## config.mk

```make
export PLATFORM = sky130hd
export DESIGN_NAME = thermal_rx_meter
export DESIGN_NICKNAME = d
export VERILOG_FILES = /design/src/rtl/thermal_rx_meter.sv
export SDC_FILE = /design/constraint.sdc
export NUM_CORES = 1
export LEC_CHECK = 0
export CORE_MARGIN = 2
export CORE_UTILIZATION = 56
export CTS_BUF_LIST = sky130_fd_sc_hd__clkbuf_4
export DETAILED_ROUTE_END_ITERATION = 7
export PLACE_DENSITY = 0.87
export SLEW_MARGIN = 20
export SYNTH_ARGS = -nofsm -noshare
export SYNTH_HDL_FRONTEND = slang
export SYNTH_SLANG_ARGS = --single-unit
```

## constraint.sdc

```tcl
create_clock -name clk -period 4.3 [get_ports clk]
set_input_delay 0.43 -clock clk [delete_from_list [all_inputs] [get_ports clk]]
set_output_delay 0.43 -clock clk [all_outputs]
set_load 0.05 [all_outputs]
```

## src/rtl/thermal_rx_meter.sv

```systemverilog
// thermal_rx_meter: counts ring-oscillator edges over fixed windows, slices
// each window count into a thermal symbol, packs symbols into bytes and pages
// the latest count onto an LED bank behind a blank lead-in page.
// Optional feature macro: THERM_PEAK_EN (running maximum on peak_count).
module thermal_rx_meter #(
  parameter int COUNT_W       = 20,
  parameter int WINDOW_CYCLES = 1000000,
  parameter int LED_W         = 8,
  parameter int PAGE_SHIFT    = 24
) (
  input  logic               clk,
  input  logic               rst,
  input  logic               ro_in,
  input  logic [COUNT_W-1:0] threshold,
  output logic [COUNT_W-1:0] meas_count,
  output logic               meas_valid,
  output logic               rx_bit,
  output logic [7:0]         rx_byte,
  output logic               rx_byte_valid,
  output logic               overflow,
  output logic [COUNT_W-1:0] peak_count,
  output logic [LED_W-1:0]   led
);

  localparam int NPAGES = (COUNT_W + LED_W - 1) / LED_W;
  localparam int PAD_W  = NPAGES * LED_W;
  localparam int WIN_W  = $clog2(WINDOW_CYCLES);
  localparam int PIDX_W = (NPAGES > 1) ? $clog2(NPAGES) : 1;

  localparam logic [WIN_W-1:0]   WIN_LAST  = WIN_W'(WINDOW_CYCLES - 1);
  localparam logic [PIDX_W-1:0]  PIDX_LAST = PIDX_W'(NPAGES - 1);
  localparam logic [COUNT_W-1:0] CNT_MAX   = '1;

  typedef enum logic {
    ST_BLANK,
    ST_PAGE
  } dispState_t;

  logic               syncMeta_q, syncOut_q, syncDly_q;
  logic               roEdge;
  logic [WIN_W-1:0]   winCnt_q;
  logic               winEnd;
  logic [COUNT_W-1:0] edgeCnt_q, edgeCnt_d;
  logic               symbol;
  logic [COUNT_W-1:0] measCount_q;
  logic               measValid_q, rxBit_q, overflow_q;
  logic [6:0]         shift_q;
  logic [7:0]         shift_d;
  logic [2:0]         bitIdx_q;
  logic [7:0]         rxByte_q;
  logic               rxByteValid_q;
  dispState_t         dispState_q;
  logic [PIDX_W-1:0]  pageIdx_q;
  logic [PAGE_SHIFT-1:0] pageTimer_q;
  logic               pageWrap;
  logic [PAD_W-1:0]   paddedCount;
  logic [LED_W-1:0]   pageVal;
  logic [LED_W-1:0]   led_q;

  // Bring the asynchronous tap into the clk domain and keep a delayed copy for edge detection
  always_ff @(posedge clk) begin
    if (rst) begin
      syncMeta_q <= 1'b0;
      syncOut_q  <= 1'b0;
      syncDly_q  <= 1'b0;
    end else begin
      syncMeta_q <= ro_in;
      syncOut_q  <= syncMeta_q;
      syncDly_q  <= syncOut_q;
    end
  end

  assign roEdge = syncOut_q & ~syncDly_q;
  assign winEnd = (winCnt_q == WIN_LAST);

  // Saturating count including this cycle's edge; the symbol and next shift value derive from it
  always_comb begin
    edgeCnt_d = edgeCnt_q;
    if (roEdge && (edgeCnt_q != CNT_MAX)) begin
      edgeCnt_d = edgeCnt_q + 1'b1;
    end
    symbol  = (edgeCnt_d >= threshold);
    shift_d = {shift_q, symbol};
  end

  // Window timer and edge counter; both restart together on the terminal cycle
  always_ff @(posedge clk) begin
    if (rst) begin
      winCnt_q  <= '0;
      edgeCnt_q <= '0;
    end else if (winEnd) begin
      winCnt_q  <= '0;
      edgeCnt_q <= '0;
    end else begin
      winCnt_q  <= winCnt_q + 1'b1;
      edgeCnt_q <= edgeCnt_d;
    end
  end

  // Latch the finished window; saturation is sticky, so a final count of all-ones means it saturated
  always_ff @(posedge clk) begin
    if (rst) begin
      measCount_q <= '0;
      measValid_q <= 1'b0;
      rxBit_q     <= 1'b0;
      overflow_q  <= 1'b0;
    end else begin
      measValid_q <= winEnd;
      if (winEnd) begin
        measCount_q <= edgeCnt_d;
        overflow_q  <= (edgeCnt_d == CNT_MAX);
        rxBit_q     <= symbol;
      end
    end
  end

  // Pack symbols MSB-first in arrival order; the eighth symbol goes straight into rx_byte
  always_ff @(posedge clk) begin
    if (rst) begin
      shift_q       <= '0;
      bitIdx_q      <= '0;
      rxByte_q      <= '0;
      rxByteValid_q <= 1'b0;
    end else begin
      rxByteValid_q <= 1'b0;
      if (winEnd) begin
        shift_q <= shift_d[6:0];
        if (bitIdx_q == 3'd7) begin
          rxByte_q      <= shift_d;
          rxByteValid_q <= 1'b1;
          bitIdx_q      <= '0;
        end else begin
          bitIdx_q <= bitIdx_q + 1'b1;
        end
      end
    end
  end

  assign pageWrap    = &pageTimer_q;
  assign paddedCount = PAD_W'(measCount_q);
  assign pageVal     = paddedCount[int'(pageIdx_q) * LED_W +: LED_W];

  // Display pager: blank lead-in, then each LED-wide slice of the count, advancing on timer wrap
  always_ff @(posedge clk) begin
    if (rst) begin
      dispState_q <= ST_BLANK;
      pageIdx_q   <= '0;
      pageTimer_q <= '0;
      led_q       <= '0;
    end else begin
      pageTimer_q <= pageTimer_q + 1'b1;
      led_q       <= (dispState_q == ST_PAGE) ? pageVal : '0;
      if (pageWrap) begin
        case (dispState_q)
          ST_BLANK: begin
            dispState_q <= ST_PAGE;
            pageIdx_q   <= '0;
          end
          ST_PAGE: begin
            if (pageIdx_q == PIDX_LAST) begin
              dispState_q <= ST_BLANK;
              pageIdx_q   <= '0;
            end else begin
              pageIdx_q <= pageIdx_q + 1'b1;
            end
          end
          default: begin
            dispState_q <= ST_BLANK;
            pageIdx_q   <= '0;
          end
        endcase
      end
    end
  end

`ifdef THERM_PEAK_EN
  logic [COUNT_W-1:0] peak_q;

  // Running maximum of completed window counts, updated alongside meas_count
  always_ff @(posedge clk) begin
    if (rst) begin
      peak_q <= '0;
    end else if (winEnd && (edgeCnt_d > peak_q)) begin
      peak_q <= edgeCnt_d;
    end
  end

  assign peak_count = peak_q;
`else
  assign peak_count = '0;
`endif

  assign meas_count    = measCount_q;
  assign meas_valid    = measValid_q;
  assign rx_bit        = rxBit_q;
  assign rx_byte       = rxByte_q;
  assign rx_byte_valid = rxByteValid_q;
  assign overflow      = overflow_q;
  assign led           = led_q;

endmodule

```

==> metrics.log <==
[metrics] final standard cell count with taps included and fillers excluded: 878
[metrics] met2 track demand over resource: a little under half
[metrics] largest net degree at the start of global routing: 49
[metrics] post_cts resized: 0
[metrics] # DRC: 0
[metrics] Clk pin slew, worst setup/hold paths: 0.12 ns
[metrics] hold violation count in the final report: 0
[metrics] GRT Resource Usage Total: 25.73%
[metrics] Crit Reg-Reg Startpoint: edgeCnt_q[0]
[metrics] highest-utilization routing layer at the global route stage: met2
[metrics] DIE HEIGHT: 104.8 um
[metrics] maxcap violations: 0
[metrics] number of flops mapped to enable cells by yosys: 0
[metrics] Hold/Removal Path Class: primary input to flip-flop
[metrics] leftover overflow at the end of global routing: 0
[metrics] TritonCTS Sinks: 119
[metrics] Core Area: 9819 um2
[metrics] endpoint type of the worst setup path: flip-flop
[metrics] P per Cell Area: 315.3 nW/um2
[metrics] run status: complete, no violations
[metrics] detailed placer's ending HPWL: around 10,000 um
[metrics] netlist area before placement: 5693 um2
[metrics] number of max-slew violations in the final report: 0
[metrics] final worst path period share: 83.13%
[metrics] Global Route met3 Usage: under 10%
[metrics] CTS tree: built
[metrics] actual transition at the worst max-transition pin: 0.7577 ns
[metrics] Crit path required time: between 4 and 5 ns
[metrics] CTS Hold Buffers Added: 0
[metrics] clock latency at the later pin of the worst-skew pair: 0.53 ns
[metrics] I/O pin total: 83
[metrics] CP startpoint kind: flip-flop
[metrics] Fin Setup TNS: 0 ns
[metrics] worst reg2reg endpoint: rx_byte[0]
[metrics] Post-synth ARST share: 0%
[metrics] area added between synthesis and finish: 16.29%
[metrics] number of buffers created by CTS: 17
[metrics] I/O Buffers: 62
[metrics] primary flip-flop cell chosen by synthesis mapping: dfxtp_1
[metrics] Synth Area per Inst: around 8.5 um2
[metrics] Critical path destination: rx_byte[0]
[metrics] static leakage power: about 2.6 nW
[metrics] Final Setup Violations: 0
[metrics] Yosys Warn Count: 0
[metrics] H-tree Lvls: 4
[metrics] number of global-route vias before repair: about 4,800
[metrics] width of the chip: 104.8 um
[metrics] IR Drop Worst-Case VDD: 0.0002188 V
[metrics] maximum clock insertion buffer count: 2
[metrics] maximum operating frequency: 279.8 MHz
[metrics] average wire per standard cell: 15.22 um
[metrics] layout cells sized above 1: 7.651%
[metrics] First-pass DRT Iterations: 5
[metrics] Setup Buffers After CTS: 0
[metrics] origin of the worst setup path: edgeCnt_q[0]
[metrics] final antenna-violating net count: 0
[metrics] worst r2r path cells: 14
[metrics] worst-case headroom to the max-slew limit: between 40% and 50%
[metrics] part of the Yosys area used for sequential elements: a little over two fifths
[metrics] met1 routing resource usage after global routing: between 30% and 40%
[metrics] Reg2Reg Setup Slack: roughly 0.73 ns
[metrics] antenna diode count: 0
[metrics] first-pass GRT wire length: 22,860 um
[metrics] Routed Wire Length: approximately 13,000 um
[metrics] initial antenna violation count: 0
[metrics] unrepaired setup endpoints after global routing: false
[metrics] Initial Utilization: 57.98%
[metrics] flops & latches, synth: 119
[metrics] highest fanout seen on the critical path: 6
[metrics] die area: 10,990 um2
[metrics] Critical Setup Path Class: flip-flop to flip-flop
[metrics] clock skew: 0.02592 ns
[metrics] clk root buf: clkbuf_4
[metrics] fin crit period: between 3 and 4 ns
[metrics] cell count after placement: 846
[metrics] Rows: 36
[metrics] drt initial violations: 226
[metrics] Worst Path Arrival: approximately 4.0 ns
[metrics] Final #Nets: 780
[metrics] routed via count: 4,764
[metrics] mean number of vias per cell: 5.426
[metrics] gate count after technology mapping: around 670
[metrics] placer congestion estimate: approximately 0.94
[metrics] library cells used by synthesis: 58
[flip-flops by register name, indices dropped and copies added (netlist names)]
register       cells
led                8
meas_count        20
syncDly_q          1
edgeCnt_q         20
meas_valid         1
overflow           1
syncOut_q          1
pageIdx_q          2
dispState_q        1
rx_byte            8
rx_byte_valid      1
syncMeta_q         1
shift_q            7
bitIdx_q           3
pageTimer_q       24
winCnt_q          20
[power by group]
| part | switching, mW | total, mW | internal, mW | leakage [nW] |
|---|---|---|---|---|
| combinational | 0.0761 | 0.109 | 0.0334 | 1.48 |
| sequential | 0.00588 | 1.11 | 1.11 | 0.960 |
| clock | 0.492 | 0.863 | 0.371 | 0.165 |
| total | 0.574 | 2.09 | 1.51 | 2.61 |
[layout by cell type, fill, tap and decap left out, types with 4 or more instances in the layout]
cell type,count
a211oi_1,13
a21o_1,8
a21oi_1,44
and2_1,9
and3_1,4
buf_4,5
clkbuf_4,17
clkdlybuf4s50_1,61
conb_1,20
dfxtp_1,119
ha_1,25
inv_1,36
inv_6,7
mux2i_1,10
nand2_1,85
nand3_1,26
nand4_1,14
nor2_1,103
nor2b_1,7
nor3_1,8
o2111ai_1,4
o21ai_0,7
or2_2,4
xnor2_1,19
xor2_1,33
[cell usage after synthesis (2+ instances only)]
| cell | count | area share, % |
|---|---|---|
| dfxtp_1 | 119 | 42 |
| nor2_1 | 103 | 6.8 |
| nand2_1 | 85 | 5.6 |
| a21oi_1 | 44 | 3.9 |
| inv_1 | 36 | 2.4 |
| xor2_1 | 33 | 5.1 |
| nand3_1 | 26 | 2.3 |
| ha_1 | 25 | 5.5 |
| buf_4 | 21 | 2.8 |
| xnor2_1 | 19 | 2.9 |
| nand4_1 | 14 | 1.5 |
| a211oi_1 | 13 | 1.7 |
| clkbuf_1 | 12 | 0.79 |
| mux2i_1 | 10 | 1.8 |
| and2_1 | 9 | 0.99 |
| a21o_1 | 8 | 1.1 |
| nor3_1 | 8 | 0.70 |
| nor2b_1 | 7 | 0.77 |
| o21ai_0 | 7 | 0.62 |
| buf_2 | 5 | 0.44 |
| and3_1 | 4 | 0.44 |
| nor4_1 | 4 | 0.44 |
| o2111ai_1 | 4 | 0.62 |
| or2_2 | 4 | 0.44 |
| nand2b_1 | 3 | 0.33 |
| nand3_4 | 3 | 0.92 |
| nor4b_1 | 3 | 0.46 |
| or3_1 | 3 | 0.33 |
| buf_6 | 2 | 0.40 |
| clkbuf_8 | 2 | 0.48 |
| nor3_4 | 2 | 0.57 |
| o211ai_1 | 2 | 0.26 |
| o311ai_0 | 2 | 0.31 |
| o31a_1 | 2 | 0.31 |
| or4b_1 | 2 | 0.35 |
[routing by layer]
layer | vias to the layer above | share of wire [%]
met4 | 0 | 1.5
met3 | 20 | 5.1
li1 | 2343 | -
met2 | 150 | 51
met5 | - | 0
met1 | 2251 | 43
[logic make-up (layout without fill, tap and decap cells)]
family	Yosys count	count (layout)	share of synthesized area, %
other	1	20	0.06587
multiplexers	11	11	1.956
adder cells (fa/ha/maj)	25	25	5.495
buffers and inverters	78	135	7.253
AND/OR/NAND/NOR	295	295	25.76
AO/OA/AOI/OAI	88	88	9.626
flip-flops	119	119	41.85
XOR/XNOR	52	52	8.000
[through the flow]
| step | cell area (um2) | worst slack, ns | utilization [%] | total power, mW | hold WS, ns |
|---|---|---|---|---|---|
| after floorplan | 5764 | 1.200 | - | 1.231 | 0.4138 |
| after global placement | 6312 | 0.9131 | 64.28 | 1.244 | 0.4269 |
| after detailed placement | 6312 | 0.8063 | 64.28 | 1.248 | 0.4309 |
| after CTS | 6620 | 0.7773 | 67.42 | 2.096 | 0.3757 |
| after global routing | 6620 | 0.4087 | 67.42 | 2.161 | 0.3916 |
| final | 6620 | 0.7255 | 67.42 | 2.087 | 0.3757 |
[worst max-delay path, stage by stage, from the launching register on]
cell	delay [ns]
dfxtp_1	0.44
ha_1	0.28
nand3_1	0.12
or2_2	0.33
o311ai_0	0.45
xor2_1	0.36
inv_1	0.08
ha_1	0.30
a21o_1	0.18
a21o_1	0.18
a21oi_1	0.13
o21ai_0	0.08
a21oi_1	0.15
nor2_1	0.09
o31a_1	0.29
[area by class of cell]
cell class                      count  area (um2)
Tap cell                          133       166.4
Fill cell                         851        3199
Timing Repair Buffer               67       653.1
Inverter                           36       135.1
Clock buffer                       17       127.6
Clock inverter                     15       180.2
Multi-Input combinational cell    491        2975
Sequential cell                   119        2382
[how the worst min path moves through the flow]
stage	startpoint	endpoint	depth (start not counted)
detailed placement	syncMeta_q	syncOut_q	1
floorplan	syncMeta_q	syncOut_q	1
finish	rst	winCnt_q[4]	2
global route	rst	winCnt_q[4]	2
global placement	syncMeta_q	syncOut_q	1
CTS	rst	winCnt_q[4]	2
No activity file was read; power rests on OpenSTA's default activity.
